**src/rtl/vga_scan_ctrl.sv**
```systemverilog
// VGA scan-out controller: 640x480@60 timing, sequential VRAM scan addressing,
// and a 2-stage pipeline that aligns sync/DE with registered RGB444 pixels.
module vga_scan_ctrl #(
  parameter int          H_ACTIVE  = 640,
  parameter int          H_FP      = 16,
  parameter int          H_SYNC    = 96,
  parameter int          H_BP      = 48,
  parameter int          V_ACTIVE  = 480,
  parameter int          V_FP      = 10,
  parameter int          V_SYNC    = 2,
  parameter int          V_BP      = 33,
  parameter logic [19:0] VRAM_BASE = 20'h00000
) (
  input  logic        clk_25mhz,
  input  logic        rst,
  input  logic        scan_en,
  output logic [19:0] vram_scan_addr,
  input  logic [15:0] vram_scan_data,
  output logic [3:0]  vga_r,
  output logic [3:0]  vga_g,
  output logic [3:0]  vga_b,
  output logic        vga_hs,
  output logic        vga_vs,
  output logic        vga_de,
  output logic        frame_start,
  output logic        vblank
);

  localparam int H_TOTAL = H_ACTIVE + H_FP + H_SYNC + H_BP;
  localparam int V_TOTAL = V_ACTIVE + V_FP + V_SYNC + V_BP;
  localparam int HW      = $clog2(H_TOTAL);
  localparam int VW      = $clog2(V_TOTAL);

  localparam logic [HW-1:0] H_LAST     = HW'(H_TOTAL - 1);
  localparam logic [HW-1:0] H_VIS_END  = HW'(H_ACTIVE);
  localparam logic [HW-1:0] H_SYNC_BEG = HW'(H_ACTIVE + H_FP);
  localparam logic [HW-1:0] H_SYNC_END = HW'(H_ACTIVE + H_FP + H_SYNC);
  localparam logic [VW-1:0] V_LAST     = VW'(V_TOTAL - 1);
  localparam logic [VW-1:0] V_VIS_END  = VW'(V_ACTIVE);
  localparam logic [VW-1:0] V_SYNC_BEG = VW'(V_ACTIVE + V_FP);
  localparam logic [VW-1:0] V_SYNC_END = VW'(V_ACTIVE + V_FP + V_SYNC);

  // Stage 0: raster counters and scan address
  logic [HW-1:0] h_cnt, h_nxt;
  logic [VW-1:0] v_cnt, v_nxt;
  logic [19:0]   addr;
  logic          en_frame;
  logic          h_wrap, f_wrap;
  logic          vis0, hs0, vs0;

  // Stage 1: controls travelling alongside the outstanding VRAM read
  logic de1, hs1, vs1;

  logic unused_bits;
  assign unused_bits = ^{vram_scan_data[11], vram_scan_data[6:5], vram_scan_data[0]};

  always_comb begin
    h_wrap = (h_cnt == H_LAST);
    f_wrap = h_wrap && (v_cnt == V_LAST);
    vis0   = (h_cnt < H_VIS_END) && (v_cnt < V_VIS_END);
    hs0    = ~((h_cnt >= H_SYNC_BEG) && (h_cnt < H_SYNC_END));
    vs0    = ~((v_cnt >= V_SYNC_BEG) && (v_cnt < V_SYNC_END));
  end

  always_comb begin
    h_nxt = h_cnt + HW'(1);
    v_nxt = v_cnt;
    if (h_wrap) begin
      h_nxt = '0;
      v_nxt = (v_cnt == V_LAST) ? '0 : v_cnt + VW'(1);
    end
  end

  assign vram_scan_addr = addr;

  // Address advances only past visible pixels, so line ends need no reload
  always_ff @(posedge clk_25mhz or posedge rst) begin
    if (rst) begin
      h_cnt    <= '0;
      v_cnt    <= '0;
      addr     <= VRAM_BASE;
      en_frame <= 1'b0;
    end else begin
      h_cnt <= h_nxt;
      v_cnt <= v_nxt;
      if (f_wrap) begin
        addr     <= VRAM_BASE;
        en_frame <= scan_en;
      end else if (vis0) begin
        addr <= addr + 20'd1;
      end
    end
  end

  // frame_start/vblank are derived from the next counter values so they
  // line up with the stage-0 position they describe.
  always_ff @(posedge clk_25mhz or posedge rst) begin
    if (rst) begin
      frame_start <= 1'b0;
      vblank      <= 1'b0;
    end else begin
      frame_start <= f_wrap;
      vblank      <= (v_nxt >= V_VIS_END);
    end
  end

  always_ff @(posedge clk_25mhz or posedge rst) begin
    if (rst) begin
      de1 <= 1'b0;
      hs1 <= 1'b1;
      vs1 <= 1'b1;
    end else begin
      de1 <= vis0;
      hs1 <= hs0;
      vs1 <= vs0;
    end
  end

  // Stage 2: vram_scan_data belongs to the stage-1 pixel here
  always_ff @(posedge clk_25mhz or posedge rst) begin
    if (rst) begin
      vga_de <= 1'b0;
      vga_hs <= 1'b1;
      vga_vs <= 1'b1;
      vga_r  <= '0;
      vga_g  <= '0;
      vga_b  <= '0;
    end else begin
      vga_de <= de1;
      vga_hs <= hs1;
      vga_vs <= vs1;
      if (de1 && en_frame) begin
        vga_r <= vram_scan_data[15:12];
        vga_g <= vram_scan_data[10:7];
        vga_b <= vram_scan_data[4:1];
      end else begin
        vga_r <= '0;
        vga_g <= '0;
        vga_b <= '0;
      end
    end
  end

endmodule

```
**config.mk**
```make
export PLATFORM = sky130hd
export DESIGN_NAME = vga_scan_ctrl
export DESIGN_NICKNAME = d
export VERILOG_FILES = /design/src/rtl/vga_scan_ctrl.sv
export SDC_FILE = /design/constraint.sdc
export NUM_CORES = 1
export LEC_CHECK = 0
export CORE_UTILIZATION = 33
export DETAILED_ROUTE_END_ITERATION = 10
export GPL_TIMING_DRIVEN = 0
export PLACE_DENSITY_LB_ADDON = 0.3
export SYNTH_ARGS = -nofsm -noshare
export SYNTH_HDL_FRONTEND = slang
export SYNTH_SLANG_ARGS = --single-unit
```
**constraint.sdc**
```tcl
create_clock -name clk_25mhz -period 2.3 [get_ports clk_25mhz]
set_clock_uncertainty 0.15 [all_clocks]
set_input_delay 0.46 -clock clk_25mhz [delete_from_list [all_inputs] [get_ports clk_25mhz]]
set_output_delay 0.46 -clock clk_25mhz [all_outputs]
set_load 0.05 [all_outputs]
```
# Yosys cells after proc, flatten, opt, wreduce, memory -nomap -nowiden
# Index checks and enable logic that the tools add are counted.
# totals
reg_bits	61
latchBits	0
ramBits	0
rom_bits	0
inputBits	19
output_inout_bits	37
elab_cells	43
n_memories	0
# classes
add_sub_neg	3
mul	0
div_mod_pow	0
order_cmp	7
n_eq_ne	2
n_shift	0
muxes	8
n_bitwise	2
reduce_logical	6
# ops
op	count
$mux 20	2
$mux 10	3
$add 10x1->10 const B	2
$add 20x1->20 const B	1
$eq 10x10->1 const B	2
$ge 10x9->1 const B	2
$lt 10x10->1 const B	2
$lt 10x9->1 const B	2
$mux 4	3
$ge 10x10->1 const B	1
$logic_and 1x1->1	5
$not 1->1	2
$reduce_bool 2->1	1

# Longest topological paths before layout
# depth
word_depth	4
ltp_mapped	8
mapped_depth_nobuf	8

# Least setup slack after synthesis
# OpenSTA, ideal clock, no wires.
# synth_timing
kind	reg-to-reg
start	register addr[6], in the netlist vram_scan_addr[6]
end	register addr[16], in the netlist vram_scan_addr[16]
setup_ns	0.077
arrival_time_ns	1.951
setup_slack_ns	0.122
stages_incl_launch_ff	6
path_buffers	0
path_cell_list	dfrtp_1 nand4_4 nor4_2 nand3_1 or3_1 a21oi_1
# synth_via
elab_chain_cells	3
# synth_lines
item	line_no	source
from (decl)	46	logic [19:0] addr;
from (signal assigned)	90	addr <= addr + 20'd1;
$add 20x1->20	90	
$mux 20	89	end else if (vis0) begin
$mux 20	86	if (f_wrap) begin
# Every way passes these cells. The select of a mux whose other input is x is not followed.
# A chain may end at the register's enable or synchronous reset.

# Worst setup path in the final report
# layout_timing
start	register vga_hs
end	output vga_hs
# layout_rtl
item	line_no	source
from (decl)	22	output logic vga_hs,
from (signal assigned)	130	vga_hs <= hs1;
# No word-level cell between the ends.

==> run metrics <==
die area=8930 um2; top routing layer in use=met4; sum of buffers and inverters on the critical path=1; Worst EP arrival=around 1.6 ns; Layout Nets=around 360; max_cap viols=0; worst skew pair latency=around 0.34 ns; overall global routing resource usage=between 10% and 20%; fin crit period=between 2 and 2.5 ns; Die H=94.5 um; Final Wtd Congestion=about 0.8; WL met2=2750 um; pins over their slew limit=0; hpwl dp=about 4000 um; asr flop ratio synth=100%; Max IR drop VDD=between 0.0002 and 0.00025 V; number of port buffers=51; critical setup path kind=reg -> out; Post-synth EDFFs=0; core footprint=slightly above 8000 um2; # diodes=0; crit-path cells=clkdlybuf4s50_1; vias in the first global route=between 2000 and 2500; initial DRC count=between 70 and 80; final hold vios=0; HP Class=reg -> reg; post-synth top area share=roughly half; Setup crit start kind=flip-flop; Post-Place Cells=between 400 and 500; layout cells sized above 1=between 10% and 20%; Routed met3 length=between 200 and 300 um; syn nets=291; Crit. End Element=output pin; FP Rows=33; DRC viols=0; P&R area growth vs syn=31.8%; #FFs+latches synth=~60; H-tree levels=3; global route overflow=0; Layout Cells excl Fill=442; Worst-Margin Slew=around 0.54 ns; Post-synth top flop=dfrtp_1; Critical Path RT=approximately 1.7 ns; CTS max path bufs=2; Distinct cells, synth=47; P_leak=roughly 1.6 nW; starting density of the core=approximately a third; YS warnings=0; CP max stage delay=just under 0.8 ns; post-synthesis average cell area=approximately 11 um2; Max-slew headroom=a little under two thirds; Area contributors post-synth=dfrtp_1 51%, xor2_1 4.3%, and3_1 4.2%; initial antenna violation count=0; crit share post-route=97.9%; Die W=94.5 um; # IOs=56; register area share after synthesis=a little over half; first-pass GRT wire length=about 9700 um; TNS Setup=0 ns; Power per Cell Area=around 570 nW/um2; hold_buf cts=0; cells after synthesis=about 270; clock-pin transition on the worst setup and hold timing paths=0.07 ns; CP max stage cell=clkdlybuf4s50_1; area leader, netlist=dfrtp_1; routed vias/inst=approximately 5; vias post-DR=around 2200; CP max FO=1; commonest cells in the netlist=57 x dfrtp_1, 29 x nand2_1, 20 x nor2_1, 19 x and3_1, 14 x xor2_1; total CTS buffers=9; drt wl/cell=between 10 and 15 um; delay-heaviest family, CP=buffers and inverters; largest net degree at the start of global routing=38; mapped cell area=2820 um2; DRT Wirelength=between 5000 and 6000 um; Sink Count=between 60 and 70; Final setup viols=0; Initial DRT Pass Iterations=4; f_max=444 MHz; status=completed; root buffer cell=clkbuf_8; CTS tree=done; count leader, synth=dfrtp_1; antenna viol nets, final=0; Post-Route M1 WL=between 2000 and 3000 um
worst paths after layout:
path / startpoint / to / slack, ns / cells past startpoint
max in group asynchronous: rst / vs1 / 1.02 / 3
min reg2reg: vs1 / vga_vs / 0.20 / 0
min: vs1 / vga_vs / 0.20 / 0
min in group asynchronous: rst / vga_r[1] / 0.34 / 2
max reg2reg: v_cnt[1] / vram_scan_addr[13] / 0.10 / 8
max: vga_hs / vga_hs / 0.05 / 1
cell families after synthesis:
kind of cell,count (synthesis),share of synthesized area (%)
buf+inv,20,3.59
flops,61,54.2
xor+xnor,24,7.44
simple gates,124,25.5
fa+ha+maj,5,2.22
compound gates,32,6.65
mux,1,0.399
flip-flops by register name, summed over array words and instances (netlist names):
register and count:
vs1 1, frame_start 1, vga_r 4, vga_de 1, h_cnt 10, hs1 1, en_frame 1, de1 1
vram_scan_addr 20, vga_hs 1, v_cnt 10, vga_g 4, vga_b 4, vga_vs 1, vblank 1
layer usage:
| layer | vias up | GRT usage [%] |
|---|---|---|
| met5 | - | 0 |
| met4 | 0 | 7.95 |
| met3 | 11 | 2.98 |
| met2 | 50 | 21.8 |
| met1 | 1036 | 18.8 |
| li1 | 1060 | - |
power breakdown:
| group | total (W) | leakage (nW) | switching, W | internal [W] |
|---|---|---|---|---|
| Clock | 0.000904 | 0.0931 | 0.000409 | 0.000495 |
| Combinational | 0.000116 | 0.735 | 0.0000690 | 0.0000474 |
| Sequential | 0.00109 | 0.766 | 0.00000260 | 0.00108 |
| Total | 0.00211 | 1.59 | 0.000480 | 0.00163 |
cells in the final DEF (no fill, tap or decap), types with 6 or more instances in the layout:
cell             Yosys  routed
a21oi_1              9       8
and3_1              19      19
clkbuf_8             0       9
clkdlybuf4s50_1      0      46
dfrtp_1             57      57
inv_1                9       8
nand2_1             29      29
nand3_1             12      11
nand4_1              7       7
nor2_1              20      20
nor3_1               7       6
o21ai_0             12      12
xnor2_1             10      10
xor2_1              14      14
cell type report:
class                           count  area (um2)
Inverter                           10        37.5
Fill cell                         808        4540
Multi-Input combinational cell    186        1220
Buffer                             10        67.6
Timing Repair Buffer               54         551
Clock buffer                       11         131
Sequential cell                    61        1530
Tap cell                          105         131
Clock inverter                      5        52.6
through the flow:
stage,hold WS [ns],total power [W],worst slack (ns),area (um2),util (%)
finish,0.204,0.00211,0.0484,3720,45.1
global route,0.206,0.00219,-0.0247,3720,45.1
CTS,0.202,0.00214,0.0104,3670,44.5
detailed placement,0.197,0.00123,-0.171,3490,42.2
global placement,0.196,0.00122,-0.944,3470,42.0
floorplan,0.195,0.00117,0.122,2820,-
timing repair:
action / CTS / global route
hold endpoints to repair: 0 / 0
endpoints found under the setup margin: 22 / 23
resized for setup: 3 / 10
pin swaps: 0 / 1
setup buffers: 0 / 2
No activity file was read; power rests on OpenSTA's default activity.
